`src/rtl/traffic_monitor.sv`:
```
// Passive checker for a two-direction traffic light: tracks the legal phase sequence and latches the first violation.
// Duration checking is built only when TRAFFIC_MON_DURATION_CHK_EN is defined.
module traffic_monitor #(
  parameter int G_TICKS = 5,
  parameter int Y_TICKS = 2
) (
  input  logic       clk,
  input  logic       rst,
  input  logic       tick,
  input  logic       ns_g,
  input  logic       ns_y,
  input  logic       ns_r,
  input  logic       ew_g,
  input  logic       ew_y,
  input  logic       ew_r,
  output logic [1:0] phase,
  output logic       phase_vld,
  output logic       err,
  output logic [2:0] err_code,
  output logic [7:0] err_cnt,
  output logic [7:0] cycle_cnt
);

  typedef enum logic {SYNC, TRACK} state_t;
  state_t state, state_nxt;

  logic       ns_oh, ew_oh, leg, trk, chg;
  logic [1:0] lph, succ;
  logic       e1, e2, e3, e4;
  logic [2:0] code;

  assign ns_oh = $onehot({ns_g, ns_y, ns_r});
  assign ew_oh = $onehot({ew_g, ew_y, ew_r});

  // A phase is legal only when both directions show exactly the expected lamp
  always_comb begin
    leg = ns_oh & ew_oh;
    lph = 2'd0;
    if (ns_g & ew_r)      lph = 2'd0;
    else if (ns_y & ew_r) lph = 2'd1;
    else if (ns_r & ew_g) lph = 2'd2;
    else if (ns_r & ew_y) lph = 2'd3;
    else                  leg = 1'b0;
  end

  assign trk  = (state == TRACK);
  assign succ = phase + 2'd1;
  assign chg  = trk & leg & (lph != phase);

  assign e1 = ~ns_oh | ~ew_oh;
  assign e2 = ~ns_r & ~ew_r;
  assign e3 = trk & ((ns_r & ew_r) | (chg & (lph != succ)));

`ifdef TRAFFIC_MON_DURATION_CHK_EN
  logic [3:0] tick_cnt;
  logic       first;
  logic [3:0] lim;

  // Green phases are 0 and 2, yellow phases are 1 and 3
  assign lim = phase[0] ? 4'(Y_TICKS) : 4'(G_TICKS);
  assign e4  = trk & ~first &
               ((chg & (lph == succ) & (tick_cnt != lim)) |
                (~chg & tick & (tick_cnt >= lim)));

  always_ff @(posedge clk) begin
    if (rst) begin
      tick_cnt <= '0;
      first    <= 1'b0;
    end else if (!trk) begin
      tick_cnt <= '0;
      if (leg) first <= 1'b1;
    end else if (chg) begin
      tick_cnt <= '0;
      first    <= 1'b0;
    end else if (tick && tick_cnt != 4'd15) begin
      tick_cnt <= tick_cnt + 4'd1;
    end
  end
`else
  logic unused_tick;
  assign unused_tick = tick ^ (G_TICKS == 0) ^ (Y_TICKS == 0);
  assign e4 = 1'b0;
`endif

  assign code = e1 ? 3'd1 : e2 ? 3'd2 : e3 ? 3'd3 : e4 ? 3'd4 : 3'd0;

  always_comb begin
    state_nxt = state;
    if (state == SYNC && leg) state_nxt = TRACK;
  end

  always_ff @(posedge clk) begin
    if (rst) begin
      state     <= SYNC;
      phase     <= 2'd0;
      phase_vld <= 1'b0;
      err       <= 1'b0;
      err_code  <= 3'd0;
      err_cnt   <= 8'd0;
      cycle_cnt <= 8'd0;
    end else begin
      state <= state_nxt;
      // Adopting any legal phase also covers resync after an order error
      if (leg) begin
        phase     <= lph;
        phase_vld <= 1'b1;
      end
      if (code != 3'd0 && !err) begin
        err      <= 1'b1;
        err_code <= code;
      end
      if (code != 3'd0 && err_cnt != 8'hff) err_cnt <= err_cnt + 8'd1;
      if (chg && phase == 2'd3 && lph == 2'd0) cycle_cnt <= cycle_cnt + 8'd1;
    end
  end

endmodule
```
`config.mk`:
```
export PLATFORM = sky130hd
export DESIGN_NAME = traffic_monitor
export DESIGN_NICKNAME = d
export VERILOG_FILES = /design/src/rtl/traffic_monitor.sv
export SDC_FILE = /design/constraint.sdc
export NUM_CORES = 1
export LEC_CHECK = 0
export CORE_UTILIZATION = 49
export CTS_CLUSTER_DIAMETER = 60
export CTS_CLUSTER_SIZE = 8
export DETAILED_ROUTE_END_ITERATION = 6
export MAX_ROUTING_LAYER = met4
export PLACE_DENSITY = 0.79
export SETUP_SLACK_MARGIN = 0.5
export SLEW_MARGIN = 10
export SYNTH_ARGS = -nofsm -noshare
export SYNTH_HDL_FRONTEND = slang
export SYNTH_SLANG_ARGS = --single-unit
```
`constraint.sdc`:
```
create_clock -name clk -period 3 [get_ports clk]
set_input_delay 0.3 -clock clk [delete_from_list [all_inputs] [get_ports clk]]
set_output_delay 0.3 -clock clk [all_outputs]
set_load 0.005 [all_outputs]
```
==> results.cfg <==
[grt]
grt_max_degree = 25
grt_overflow = 0
grt_usage = 0.2262
grt_antenna_before_repair = 0
grt.met1_usage = 0.2513
grt_most_used_layer = met2
met2_usage = 0.3996
grt_pass1_wl_um = 4767
grt_pass1_vias = 1128
use_met3 = 0.06389

[critical_path]
critPathLaunchType = input pin
crit_buf_inv = 3
cpMaxStageDelayCell = or4bb_4
crit_fanout = 6
cp_cell_sequence = dlygate4sd2_1, inv_2, fa_1, or4bb_4, or2_4, o31ai_4, buf_6, mux2i_1, nor2_1
path_class = input pin to flip-flop
cp_data_required_time_ns = 3.17
max_stage_delay_ns = 0.58
critPathCaptureType = flip-flop
arrival_ns = 2.56
crit_family = simple AND/OR/NAND/NOR gates

[timing]
fin_worst_skew_ns = 0.001497
finalCritPeriodShare = 0.7937
hold_violations = 0
min_period_ns = 2.381
max_clock_freq_mhz = 420.0
setup_viol_count_final = 0
worst_pin_slew_ns = 0.8959
rsz0062_at_grt = yes
setup_tns_ns = 0
slew_viol_final = 0
relSlewSlack = 0.4008

[clock_tree]
cts-buffers-inserted = 3
root_buffer = clkbuf_4
cts_hold_buf = 0
cts.path.max_buffers = 2
cts.clk_slew.worst_paths_ns = 0.12
cts_tree = built
clock_sinks = 23
htreeDepth = 1
clock_latency_ns = 0.30

[layout]
area_growth_pct = 36.72
diodes = 0
final_net_count = 222
fill_cells = 202
final_common_cell = clkdlybuf4s50_1
drive_above_1_share = 0.2174
mostFrequentLayoutCells = clkdlybuf4s50_1, nor2_1, dfxtp_1, buf_4, nand2_1

[synth]
synth_simple_gate_area_share = 0.2976
avgSynthCellArea_um2 = 8.382
synth_area_leaders = dfxtp_1, nor2_1, a21oi_1
yosys.area_share.xor_xnor = 0.03846
synth-edff-count = 0
synth_cells = 163
netlist.area_leader.share = 0.3370
synth_compound_area_frac = 0.1978
async_reset_ff_frac = 0
synth_top_family_by_area = simple AND/OR/NAND/NOR gates
yosys_warnings = 0
syn_nets = 177
synth.cell_area_um2 = 1366
synth_top_cell_by_area = dfxtp_1
synth_cell_types = 47
synthFlopType = dfxtp_1
muxShareOfSynthArea = 0.01465
yosys_register_bits = 23
yosysSeqAreaShare = 0.3370
synthAdderAreaFrac = 0.05678

[die]
row_count = 18
fp.dieW_um = 54.81
start_util = 0.5369
coreArea_um2 = 2545
die_y_um = 54.81
io_pins = 32
die-area_um2 = 3004

[run_status]
outcome = finished, final reports clean

[detailed_routing]
vias = 1374
drtIter0Drc = 28
drt-total-wl_um = 3176
drc = 0
via_per_inst = 5.797
antenna_left = 0
wl_per_cell_um = 13.40
drtPass1Iterations = 4

[pwr]
p_sw_mw = 0.1531
leakagePower_nw = 0.7078
ir_worst_vdd_v = 0.0003940
internal_power_mw = 0.4214
power_frac_comb = 0.190
p_clk_frac = 0.243
power_density_nw_per_um2 = 307.5
netSwitchingFraction = 0.2665
pwr-share-seq = 0.567
power_mw = 0.5744

[placement]
dp_hpwl_um = 2329
gp_congestion = 0.8609
port_buffers = 29

[run]
maxCapViolations = 0

[hold_path]
min_path_type = flip-flop to flip-flop
==> synthesized netlist by cell type (2+ instances only) <==
library cell   n
o21ai_0       10
inv_1         10
nand4_1        3
a211oi_1       2
ha_1           3
dfxtp_1       23
fa_1           2
xor2_1         4
a31oi_1        2
and2_2         2
nand2_1       11
or3_1          7
and4_2         2
mux2i_1        2
nand3_1        8
xnor2_1        2
o21a_1         3
nor2_1        22
buf_6          2
a21oi_1       11
clkbuf_1       2
and3_1         4
a221oi_1       2
==> routing by layer <==
metal  part of all wire  vias up  wire length (um)
li1                   -      682                 -
met1               0.43      657              1380
met2               0.52       33              1643
met3              0.045        2               142
met4             0.0031        0                10
met5                  0        -                 0
==> area by class of cell <==
cell class	instances	area, um^2	share of cell area
Timing Repair Buffer	45	401.6	0.2150
Sequential cell	23	467.9	0.2505
Inverter	10	37.54	0.02009
Multi-Input combinational cell	125	897.1	0.4802
Tap cell	30	37.54	0.02009
Clock buffer	4	26.28	0.01407
==> metrics by stage <==
| step | util | setup slack, ns | instance area (um^2) | std cells | hold WS (ns) |
|---|---|---|---|---|---|
| final | 0.7340 | 0.6188 | 1868 | 237 | 0.4944 |
| after detailed placement | 0.6947 | 0.003050 | 1768 | 229 | 0.4790 |
| after global placement | 0.6947 | 0.03971 | 1768 | 229 | 0.4553 |
| after global routing | 0.7340 | 0.4817 | 1868 | 237 | 0.5206 |
| after floorplan | - | 0.5547 | 1388 | 163 | 0.3787 |
| after CTS | 0.7119 | 0.5281 | 1812 | 234 | 0.4993 |
==> worst reg2reg max path: cells and delay by family, from the launching register on <==
family	cells	cell delay, ns
compound gates	3	0.63
fa+ha+maj	1	0.24
buf+inv	1	0.14
flops	1	0.38
simple gates	3	0.92
==> state kept, by name, summed over array words and instances (netlist names) <==
register   count
cycle_cnt      8
err            1
err_cnt        8
err_code       2
phase          2
phase_vld      1
state          1
==> timing repair <==
action                     in CTS  in global routing
cloned                          1                  0
pin swaps                      10                  2
resized for setup              14                  6
setup endpoints to repair      11                  9
buffers inserted                0                  3
==> cell families after synthesis <==
| logic type | Yosys count |
|---|---|
| AND/OR/NAND/NOR | 71 |
| AO/OA/AOI/OAI | 40 |
| flip-flops | 23 |
| buffers and inverters | 15 |
| XOR/XNOR | 6 |
| adder cells (fa/ha/maj) | 5 |
| multiplexers | 2 |
| other | 1 |
==> power groups by stage <==
stage	combinational, mW	sequential [mW]	clock, mW
floorplan	0.0573	0.332	0
global placement	0.102	0.333	0
detailed placement	0.106	0.334	0
CTS	0.106	0.327	0.144
global route	0.121	0.327	0.158
finish	0.109	0.326	0.140
==> path summary, 6_finish.rpt <==
check                           cells past startpoint  slack [ns]            to          from
worst max-delay path                                9        0.62    err_cnt[1]          ew_r
worst min-delay path                                2        0.49  cycle_cnt[7]  cycle_cnt[7]
worst max register to register                      8        0.62    err_cnt[4]      phase[0]
worst min register to register                      2        0.49  cycle_cnt[7]  cycle_cnt[7]
(Power assumes the default switching activity.)
